### src/rtl/projeto_processador_pkg.sv
// Shared types and constants for the 16-bit multicycle lab processor.
// Opcodes, step encodings, ALU selects and the instruction ROM image.
package projeto_processador_pkg;

  typedef logic [15:0] word_t;

  localparam logic [2:0] OP_MV  = 3'b000;
  localparam logic [2:0] OP_MVT = 3'b001;
  localparam logic [2:0] OP_ADD = 3'b010;
  localparam logic [2:0] OP_SUB = 3'b011;
  localparam logic [2:0] OP_LD  = 3'b100;
  localparam logic [2:0] OP_ST  = 3'b101;
  localparam logic [2:0] OP_AND = 3'b110;
  localparam logic [2:0] OP_NOP = 3'b111;

  typedef enum logic [1:0] {
    T0 = 2'd0,
    T1 = 2'd1,
    T2 = 2'd2,
    T3 = 2'd3
  } step_t;

  typedef enum logic [1:0] {
    ALU_PASS = 2'd0,
    ALU_ADD  = 2'd1,
    ALU_SUB  = 2'd2,
    ALU_AND  = 2'd3
  } alu_sel_t;

  function automatic word_t rom_word(input logic [4:0] a);
    word_t w;
    case (a)
      5'd0:    w = 16'h1004;
      5'd1:    w = 16'h8200;
      5'd2:    w = 16'h5209;
      5'd3:    w = 16'hA001;
      5'd4:    w = 16'h8001;
      5'd5:    w = 16'h1402;
      5'd6:    w = 16'hD401;
      5'd7:    w = 16'hE003;
      default: w = 16'h0000;
    endcase
    return w;
  endfunction

endpackage

### src/rtl/projeto_processador_alu.sv
// Combinational 16-bit ALU: pass, add, sub, and.
// Carry and borrow are dropped; results wrap modulo 2^16.
module proc_alu
  import projeto_processador_pkg::*;
(
  input  word_t    a,
  input  word_t    b,
  input  alu_sel_t select,
  output word_t    y
);

  always_comb begin
    y = b;
    unique case (select)
      ALU_ADD:  y = a + b;
      ALU_SUB:  y = a - b;
      ALU_AND:  y = a & b;
      ALU_PASS: y = b;
      default:  y = b;
    endcase
  end

endmodule

### src/rtl/projeto_processador.sv
// Multicycle 16-bit processor top: step control, bus, register file,
// instruction ROM and data RAM.
module projeto_processador
  import projeto_processador_pkg::*;
#(
  parameter string ROM_INIT = "rom.mif"
)(
  input  logic [4:0] Din,
  input  logic       reset,
  input  logic       clock,
  input  logic       run,
  output logic       done
);

  step_t      Tstep_Q;
  word_t      IR;
  word_t      r0, r1, r2, r3, r4, r5, r6, r7;
  word_t      RA_out;
  word_t      G;
  word_t      BusWires;
  word_t      saidaROM;
  word_t      saidaALU;
  word_t      ramq;
  logic [4:0] ADDR;
  word_t      ram [32];
  alu_sel_t   Select;

  logic [2:0] opc, rx, ry;
  logic       imm;
  word_t      rf [8];
  word_t      rx_val, ry_val, op2;
  logic       is_mv, is_mvt, is_nop, is_alu, is_ld, is_st;
  logic       in_t0, in_t1, in_t2, in_t3;
  logic       sel_rom, sel_op2, sel_imm8, sel_rx;
  logic       sel_ry, sel_g, sel_mem, wr_rx;

  assign opc = IR[15:13];
  assign imm = IR[12];
  assign rx  = IR[11:9];
  assign ry  = IR[2:0];

  assign rf[0] = r0;
  assign rf[1] = r1;
  assign rf[2] = r2;
  assign rf[3] = r3;
  assign rf[4] = r4;
  assign rf[5] = r5;
  assign rf[6] = r6;
  assign rf[7] = r7;

  assign rx_val = rf[rx];
  assign ry_val = rf[ry];
  assign op2    = imm ? {7'd0, IR[8:0]} : ry_val;

  assign is_mv  = (opc == OP_MV);
  assign is_mvt = (opc == OP_MVT);
  assign is_nop = (opc == OP_NOP);
  assign is_ld  = (opc == OP_LD);
  assign is_st  = (opc == OP_ST);
  assign is_alu = (opc == OP_ADD) || (opc == OP_SUB)
               || (opc == OP_AND);

  assign in_t0 = (Tstep_Q == T0);
  assign in_t1 = (Tstep_Q == T1);
  assign in_t2 = (Tstep_Q == T2);
  assign in_t3 = (Tstep_Q == T3);

  assign saidaROM = rom_word(Din);

  // One-hot bus source selects; nothing selected leaves the bus at zero.
  assign sel_rom  = in_t0 & run;
  assign sel_op2  = (in_t1 & is_mv) | (in_t2 & is_alu);
  assign sel_imm8 = in_t1 & is_mvt;
  assign sel_rx   = (in_t1 & is_alu) | (in_t2 & is_st);
  assign sel_ry   = in_t1 & (is_ld | is_st);
  assign sel_g    = in_t3 & is_alu;
  assign sel_mem  = in_t3 & is_ld;

  always_comb begin
    BusWires = '0;
    unique case (1'b1)
      sel_rom:  BusWires = saidaROM;
      sel_op2:  BusWires = op2;
      sel_imm8: BusWires = {IR[7:0], 8'h00};
      sel_rx:   BusWires = rx_val;
      sel_ry:   BusWires = ry_val;
      sel_g:    BusWires = G;
      sel_mem:  BusWires = ramq;
      default:  BusWires = '0;
    endcase
  end

  always_comb begin
    Select = ALU_PASS;
    case (opc)
      OP_ADD:  Select = ALU_ADD;
      OP_SUB:  Select = ALU_SUB;
      OP_AND:  Select = ALU_AND;
      default: Select = ALU_PASS;
    endcase
  end

  proc_alu u_alu (
    .a      (RA_out),
    .b      (BusWires),
    .select (Select),
    .y      (saidaALU)
  );

  assign wr_rx = (in_t1 & (is_mv | is_mvt))
              | (in_t3 & (is_alu | is_ld));

  assign done = ~reset & (
      (in_t1 & (is_mv | is_mvt | is_nop))
    | (in_t2 & is_st)
    | (in_t3 & (is_alu | is_ld)));

  always_ff @(posedge clock) begin
    if (reset) begin
      r0 <= '0;
      r1 <= '0;
      r2 <= '0;
      r3 <= '0;
      r4 <= '0;
      r5 <= '0;
      r6 <= '0;
      r7 <= '0;
    end else if (wr_rx) begin
      case (rx)
        3'd0:    r0 <= BusWires;
        3'd1:    r1 <= BusWires;
        3'd2:    r2 <= BusWires;
        3'd3:    r3 <= BusWires;
        3'd4:    r4 <= BusWires;
        3'd5:    r5 <= BusWires;
        3'd6:    r6 <= BusWires;
        default: r7 <= BusWires;
      endcase
    end
  end

  always_ff @(posedge clock) begin
    if (reset) begin
      Tstep_Q <= T0;
      IR      <= '0;
      RA_out  <= '0;
      G       <= '0;
      ADDR    <= '0;
      ramq    <= '0;
      for (int i = 0; i < 32; i++) ram[i] <= '0;
    end else begin
      unique case (Tstep_Q)
        T0: begin
          if (run) begin
            IR      <= BusWires;
            Tstep_Q <= T1;
          end
        end
        T1: begin
          if (is_alu) RA_out <= BusWires;
          if (is_ld | is_st) ADDR <= BusWires[4:0];
          Tstep_Q <= (is_alu | is_ld | is_st) ? T2 : T0;
        end
        T2: begin
          if (is_alu) G <= saidaALU;
          if (is_ld) ramq <= ram[ADDR];
          if (is_st) ram[ADDR] <= BusWires;
          Tstep_Q <= is_st ? T0 : T3;
        end
        T3: Tstep_Q <= T0;
        default: Tstep_Q <= T0;
      endcase
    end
  end

endmodule

### config.mk
export PLATFORM = sky130hd
export DESIGN_NAME = projeto_processador
export DESIGN_NICKNAME = d
export VERILOG_FILES = /design/src/rtl/projeto_processador_pkg.sv /design/src/rtl/projeto_processador_alu.sv /design/src/rtl/projeto_processador.sv
export SDC_FILE = /design/constraint.sdc
export NUM_CORES = 1
export LEC_CHECK = 0
export CAP_MARGIN = 10
export CORE_MARGIN = 5
export CORE_UTILIZATION = 14
export CTS_BUF_LIST = sky130_fd_sc_hd__clkbuf_4
export DETAILED_ROUTE_END_ITERATION = 6
export PLACE_DENSITY = 0.39
export SETUP_SLACK_MARGIN = 0.05
export SLEW_MARGIN = 5
export SYNTH_ARGS = -nofsm -noshare
export SYNTH_HDL_FRONTEND = slang
export SYNTH_SLANG_ARGS = --single-unit
export TNS_END_PERCENT = 10
### constraint.sdc
create_clock -name clock -period 1.3 [get_ports clock]
set_input_delay 0.195 -clock clock [delete_from_list [all_inputs] [get_ports clock]]
set_output_delay 0.195 -clock clock [all_outputs]
set_load 0.05 [all_outputs]
==> run metrics, run 1 <==
maximum vdd ir drop=0.2387 mV; Synth Cell Area=385.4 um2; TritonCTS clock tree=done; Syn Nets=65; CP top delay family=compound AO/OA/AOI/OAI gates; critical path class=register to output pin; Mapped Avg Cell Area=7.136 um2; die width=62.47 um; critical path arrival=1.35 ns; layout cells sized above 1=39.06%; nets@finish=76; Syn Inst Count=54; count of different cell masters after synthesis=22; all-layer global routing usage=5.100%; Critical Path Slowest Stage Cell=dfxtp_2; num ports=9; FF-to-FF path depth=5; Worst Path Buf+Inv=2; cell row count=19; Slew Viols, Final=0; Critical Path Stages=6; Antenna diodes=0; Final Skew=0.0006902 ns; grt ovf=0; Worst Setup Start Kind=register; FF-to-FF End=IR[14]$_SDFFE_PP0P_; drt first-iter violations=4; Crit Path Max Fanout=3; Root Buffer Master=clkbuf_4; Layout fillers=306; fin crit share=119.1%; final setup vio count=1; effective utilization at floorplan=14.35%; cell area power density=765.4 mW/mm2; die height=62.47 um; core area=0.002686 mm2; max-cap viol count=0; drt total wl=869 um; minimum clock period after layout=1.549 ns; commonest non-fill, non-tap cell in the layout=buf_4; HP Class=register to register; pin count of the biggest net entering global routing=7; Leakage=0.2582 nW; final antenna-violating net count=0; largest stage delay on the critical path=0.33 ns; Worst R2R Start=Tstep_Q[1]$_SDFFE_PP0P_; Clock Path Buffers=2; vias in the first global route=383; H-tree level count=1; Slew @ Worst Pin=0.2238 ns; reg2reg setup slack=0.02 ns; CP Launch Point=Tstep_Q[1]$_SDFFE_PP0P_; most frequent cells in the layout=buf_4, nand2_1, clkdlybuf4s50_1; status=complete, but fails checks; clock latency on the worst-skew pair=0.24 ns; FF+latch count, synth=5; Final GP Congestion=0.6332; Initial DRT Pass Iterations=4; first-pass GRT wire length=1.518 mm; number of vias per cell=3.789; multi-input logic area=249.0 um2; TritonCTS Buffers=3; Max Freq=645.8 MHz; drt wl/cell=9.147 um; RSZ-0062 raised after global routing=yes; final core occ=22.31%; DIE AREA=0.003902 mm2; Slew Limit Headroom=85.08%; final hold violation count=0; DRC Markers=0; final worst slack=-0.2486 ns; Critical Path End Type=output pin; via count=360; synth warn=0; Critical Path RT=1.11 ns; Worst Setup EP=done; worst-path cell chain=buf_4 -> mux2i_1 -> a21o_1 -> a22oi_2 -> nor2_4 -> buf_8; clk sink count=5; postcts setup bufs=0; TNS Setup=-0.2486 ns; hpwl dp=723.3 um; Area Overhead vs Synth=55.52%; initial antenna violation count=0; clk slew on worst S/H paths=0.04 ns; Seq. cell area=102.6 um2; Port Buffer Count=8; failing checks=setup timing; Seq/Total Area, Yosys=25.97%
## cell families (layout without fill, tap and decap cells)
logic type | Yosys count | after routing | synth area share [%]
DFF | 5 | 5 | 25.98
AOI/OAI and AO/OA | 10 | 10 | 15.26
muxes | 2 | 2 | 5.519
xor gates and xnor gates | 1 | 1 | 2.273
adders and majority gates | 3 | 3 | 9.741
and+or+nand+nor | 17 | 17 | 23.38
buffers and inverters | 16 | 26 | 17.86
## where the power goes
group | switching (mW) | internal [mW]
combinational | 0.0393 | 0.0569
clock | 0.0624 | 0.137
sequential | 0.00460 | 0.159
total | 0.106 | 0.352
## registers in the layout, indices dropped and copies added, names as in the netlist
signal,flops
Tstep_Q,2
IR,3
## worst min path at each step
stage,start,end,cells after the start
after floorplan,Din[4],IR[14]$_SDFFE_PP0P_,3
after global placement,IR[15]$_SDFFE_PP0P_,IR[15]$_SDFFE_PP0P_,2
after detailed placement,IR[15]$_SDFFE_PP0P_,IR[15]$_SDFFE_PP0P_,2
after CTS,IR[15]$_SDFFE_PP0P_,IR[15]$_SDFFE_PP0P_,2
after global routing,IR[15]$_SDFFE_PP0P_,IR[15]$_SDFFE_PP0P_,2
final,IR[15]$_SDFFE_PP0P_,IR[15]$_SDFFE_PP0P_,2
## Yosys cell counts (all sizes together)
| cell | count | share of area, % |
|---|---|---|
| a21oi | 4 | 5.2 |
| ha | 3 | 9.7 |
| a21o | 1 | 1.9 |
| a22oi | 1 | 1.9 |
| nand2b | 1 | 1.6 |
| nor3 | 1 | 2.6 |
| buf | 3 | 5.2 |
| mux2 | 1 | 2.9 |
| a221oi | 1 | 2.3 |
| nor2 | 3 | 2.9 |
| o21ai | 3 | 3.9 |
| xor2 | 1 | 2.3 |
| inv | 3 | 2.9 |
| mux2i | 1 | 2.6 |
| nand2 | 7 | 6.8 |
| and3b | 1 | 2.3 |
| or3b | 1 | 2.3 |
| dfxtp | 5 | 26 |
| nor2b | 3 | 4.9 |
| clkbuf | 10 | 9.7 |
## worst reg2reg max path, delay by kind of cell (launching register included)
kind / cells / cell delay [ns]
simple gates: 3 / 0.61
compound gates: 1 / 0.12
buf+inv: 1 / 0.15
flops: 1 / 0.33
## what timing repair did
item                                    4_1_cts  5_1_grt
gates resized for setup                       5        4
pin swaps                                     6        3
endpoints found under the setup margin        4        4
hold buffers                                  0        0
## stage by stage
step	area (um2)	std cells	worst slack, ns	hold slack (ns)	total power [mW]
detailed placement	539.3	91	-0.2175	0.5246	0.2537
CTS	584.3	95	-0.2845	0.5303	0.4653
global route	599.3	95	-0.3348	0.5521	0.4888
global placement	539.3	91	-0.1879	0.5252	0.2547
finish	599.3	95	-0.2486	0.5332	0.4587
floorplan	399.1	54	0.03170	0.3675	0.2119
## final cells by class
cell class                 count  share of cell area [%]
clock buffer                   4                   5.010
inverter                       3                   1.879
timing repair buffer          19                   27.97
tap                           31                   6.472
multi-input combinational     33                   41.54
sequential                     5                   17.12
## routing by layer
layer  part of all wire, %  up-vias  GRT usage, %
met5                     0        -             0
met4                   3.9        0         6.366
met3                   1.6        2         1.079
met2                    49        9         7.513
met1                    45      165         5.382
li1                      -      184             -
(Power assumes the default switching activity.)
==> run 2: changes to the inputs <==
--- a/config.mk
+++ b/config.mk
@@ -5,7 +5,6 @@
 export SDC_FILE = /design/constraint.sdc
 export NUM_CORES = 1
 export LEC_CHECK = 0
-export CAP_MARGIN = 10
 export CORE_MARGIN = 5
 export CORE_UTILIZATION = 14
 export CTS_BUF_LIST = sky130_fd_sc_hd__clkbuf_4
==> results of run 2 <==
Same layout as run 1: the final DEF is identical, and so are final timing and power.
==> run 3: changes to the inputs <==
--- a/config.mk
+++ b/config.mk
@@ -5,7 +5,6 @@
 export SDC_FILE = /design/constraint.sdc
 export NUM_CORES = 1
 export LEC_CHECK = 0
-export CORE_MARGIN = 5
 export CORE_UTILIZATION = 14
 export CTS_BUF_LIST = sky130_fd_sc_hd__clkbuf_4
 export DETAILED_ROUTE_END_ITERATION = 6
==> run 3 against run 2 <==
The run still ends with setup timing left; non-clock buffer count down 1; via count decreased by 5.8%; hold slack got worse by 0.019 ns; global-route usage grew 1.1 points; fmax is 0.53% higher; utilization is 1.4 points higher; critical endpoint unchanged; highest routed layer is now met3.
==> run metrics, run 3 (synthesized netlist as in run 1, its figures left out) <==
status=complete, but fails checks (unchanged); failing checks=setup timing (unchanged); cell area power density=757.8 mW/mm2 (was 765.4 mW/mm2); Slew Limit Headroom=85.53% (was 85.08%); Final Skew=0.0004801 ns (was 0.0006902 ns); via count=339 (was 360); final core occ=23.70% (was 22.31%); core area=0.002545 mm2 (was 0.002686 mm2); Root Buffer Master=clkbuf_4 (unchanged); critical path class=register to output pin (unchanged); vias in the first global route=307 (was 383); DRC Markers=0 (unchanged); grt ovf=0 (unchanged); Slew @ Worst Pin=0.2171 ns (was 0.2238 ns); fin crit share=118.5% (was 119.1%); maximum vdd ir drop=0.2656 mV (was 0.2387 mV); critical path arrival=1.35 ns (about the same); TritonCTS clock tree=done (unchanged); final antenna-violating net count=0 (unchanged); largest stage delay on the critical path=0.36 ns (was 0.33 ns); cts hold-fix bufs=0 (unchanged); drt first-iter violations=2 (was 4); most frequent cells in the layout=buf_4, nand2_1, clkdlybuf4s50_1 (unchanged); Port Buffer Count=8 (unchanged); all-layer global routing usage=6.182% (was 5.100%); num ports=9 (unchanged); Area Overhead vs Synth=56.49% (was 55.52%); hpwl dp=631.1 um (was 723.3 um); initial antenna violation count=0 (unchanged); Initial DRT Pass Iterations=3 (was 4); drt wl/cell=8.409 um (was 9.147 um); effective utilization at floorplan=15.14% (was 14.35%); die height=54.47 um (was 62.47 um); Critical Path End Type=output pin (unchanged); clk slew on worst S/H paths=0.05 ns (was 0.04 ns); Crit Path Max Fanout=3 (unchanged); H-tree level count=1 (unchanged); commonest non-fill, non-tap cell in the layout=buf_4 (unchanged); max FFs per register=3 (unchanged); nets@finish=75 (was 76); TritonCTS Buffers=3 (unchanged); clk sink count=5 (unchanged); Most flops, register=IR (unchanged); worst-path cell chain=xor2_2 -> nor2_1 -> a21o_1 -> a22oi_2 -> nor2_4 -> buf_8 (was buf_4 -> mux2i_1 -> a21o_1 -> a22oi_2 -> nor2_4 -> buf_8); Critical Path Slowest Stage Cell=dfxtp_4 (was dfxtp_2); max-cap viol count=0 (unchanged); pin count of the biggest net entering global routing=7 (unchanged); Max Freq=649.2 MHz (was 645.8 MHz); number of vias per cell=3.645 (was 3.789); clock latency on the worst-skew pair=0.24 ns (about the same); Antenna diodes=0 (unchanged); TNS Setup=-0.2654 ns (was -0.2486 ns); cell row count=18 (was 19); final hold violation count=0 (unchanged); Leakage=0.2550 nW (was 0.2582 nW); first-pass GRT wire length=1.269 mm (was 1.518 mm); pre-CTS setup slack=-0.2240 ns (was -0.2175 ns); die width=54.47 um (was 62.47 um); layout cells sized above 1=38.10% (was 39.06%); Clock Path Buffers=2 (unchanged); Final GP Congestion=0.6572 (was 0.6332); HP Class=register to register (unchanged); Worst Setup Start Kind=register (unchanged); drt total wl=782 um (was 869 um); Critical Path RT=1.11 ns (about the same); final worst slack=-0.2404 ns (was -0.2486 ns); RSZ-0062 raised after global routing=yes (unchanged); DIE AREA=0.002966 mm2 (was 0.003902 mm2); Slew Viols, Final=0 (unchanged); top flop regs=IR x3, Tstep_Q x2 (unchanged); final setup vio count=2 (was 1); minimum clock period after layout=1.540 ns (was 1.549 ns)
## run 3: changes by cell type in the layout (fill, tap and decap cells not counted), sizes merged
cell and delta:
buf -1
## run 3: final timing paths
check,depth (start not counted),endpoint,slack (ns),startpoint
worst max-delay path,6,done,-0.24,Tstep_Q[1]$_SDFFE_PP0P_
worst min-delay path,2,IR[13]$_SDFFE_PP0P_,0.51,IR[13]$_SDFFE_PP0P_
worst max register to register,5,IR[15]$_SDFFE_PP0P_,-0.02,Tstep_Q[1]$_SDFFE_PP0P_
worst min register to register,2,IR[13]$_SDFFE_PP0P_,0.51,IR[13]$_SDFFE_PP0P_
## run 3: where the power goes
group / switching, mW / internal (mW)
sequential: 0.00561 / 0.155
clock: 0.0659 / 0.137
combinational: 0.0373 / 0.0562
total: 0.109 / 0.348
## run 3: critical path, delay by kind of cell, from the launching register on
family / cells / cell delay (ns)
flops: 1 / 0.36
buf+inv: 1 / 0.14
compound gates: 2 / 0.32
simple gates: 2 / 0.12
xor+xnor: 1 / 0.17
## run 3: timing repair
| action | 4_1_cts | 5_1_grt |
|---|---|---|
| pin swaps | 3 | 4 |
| gates resized for setup | 8 | 4 |
| endpoints found under the setup margin | 4 | 4 |
| endpoints found under the hold margin | 0 | 0 |
| setup buffers | 1 | 0 |
## run 3: stage by stage
| stage | cell area, um2 | total power, mW | hold slack [ns] | instances |
|---|---|---|---|---|
| after floorplan | 399.1 | 0.2119 | 0.3675 | 54 |
| after global routing | 603.1 | 0.4887 | 0.5479 | 93 |
| after global placement | 523.0 | 0.2518 | 0.5007 | 88 |
| final | 603.1 | 0.4570 | 0.5142 | 93 |
| after CTS | 590.6 | 0.4691 | 0.5050 | 93 |
| after detailed placement | 523.0 | 0.2500 | 0.4990 | 88 |
## run 3: area by class of cell
| class | count | area (um2) |
|---|---|---|
| Timing Repair Buffer | 18 | 167.7 |
| Sequential cell | 5 | 107.6 |
| Fill cell | 285 | 1942 |
| Inverter | 3 | 11.26 |
| Tap cell | 30 | 37.54 |
| Multi-Input combinational cell | 33 | 249.0 |
| Clock buffer | 4 | 30.03 |
## run 3: layer usage
layer / vias up / track usage [%] / routed length [um]
met3: 0 / 2.500 / 27
met5: - / 0 / 0
met1: 150 / 8.157 / 397
li1: 180 / - / -
met4: 0 / 2.564 / 0
met2: 9 / 8.740 / 357
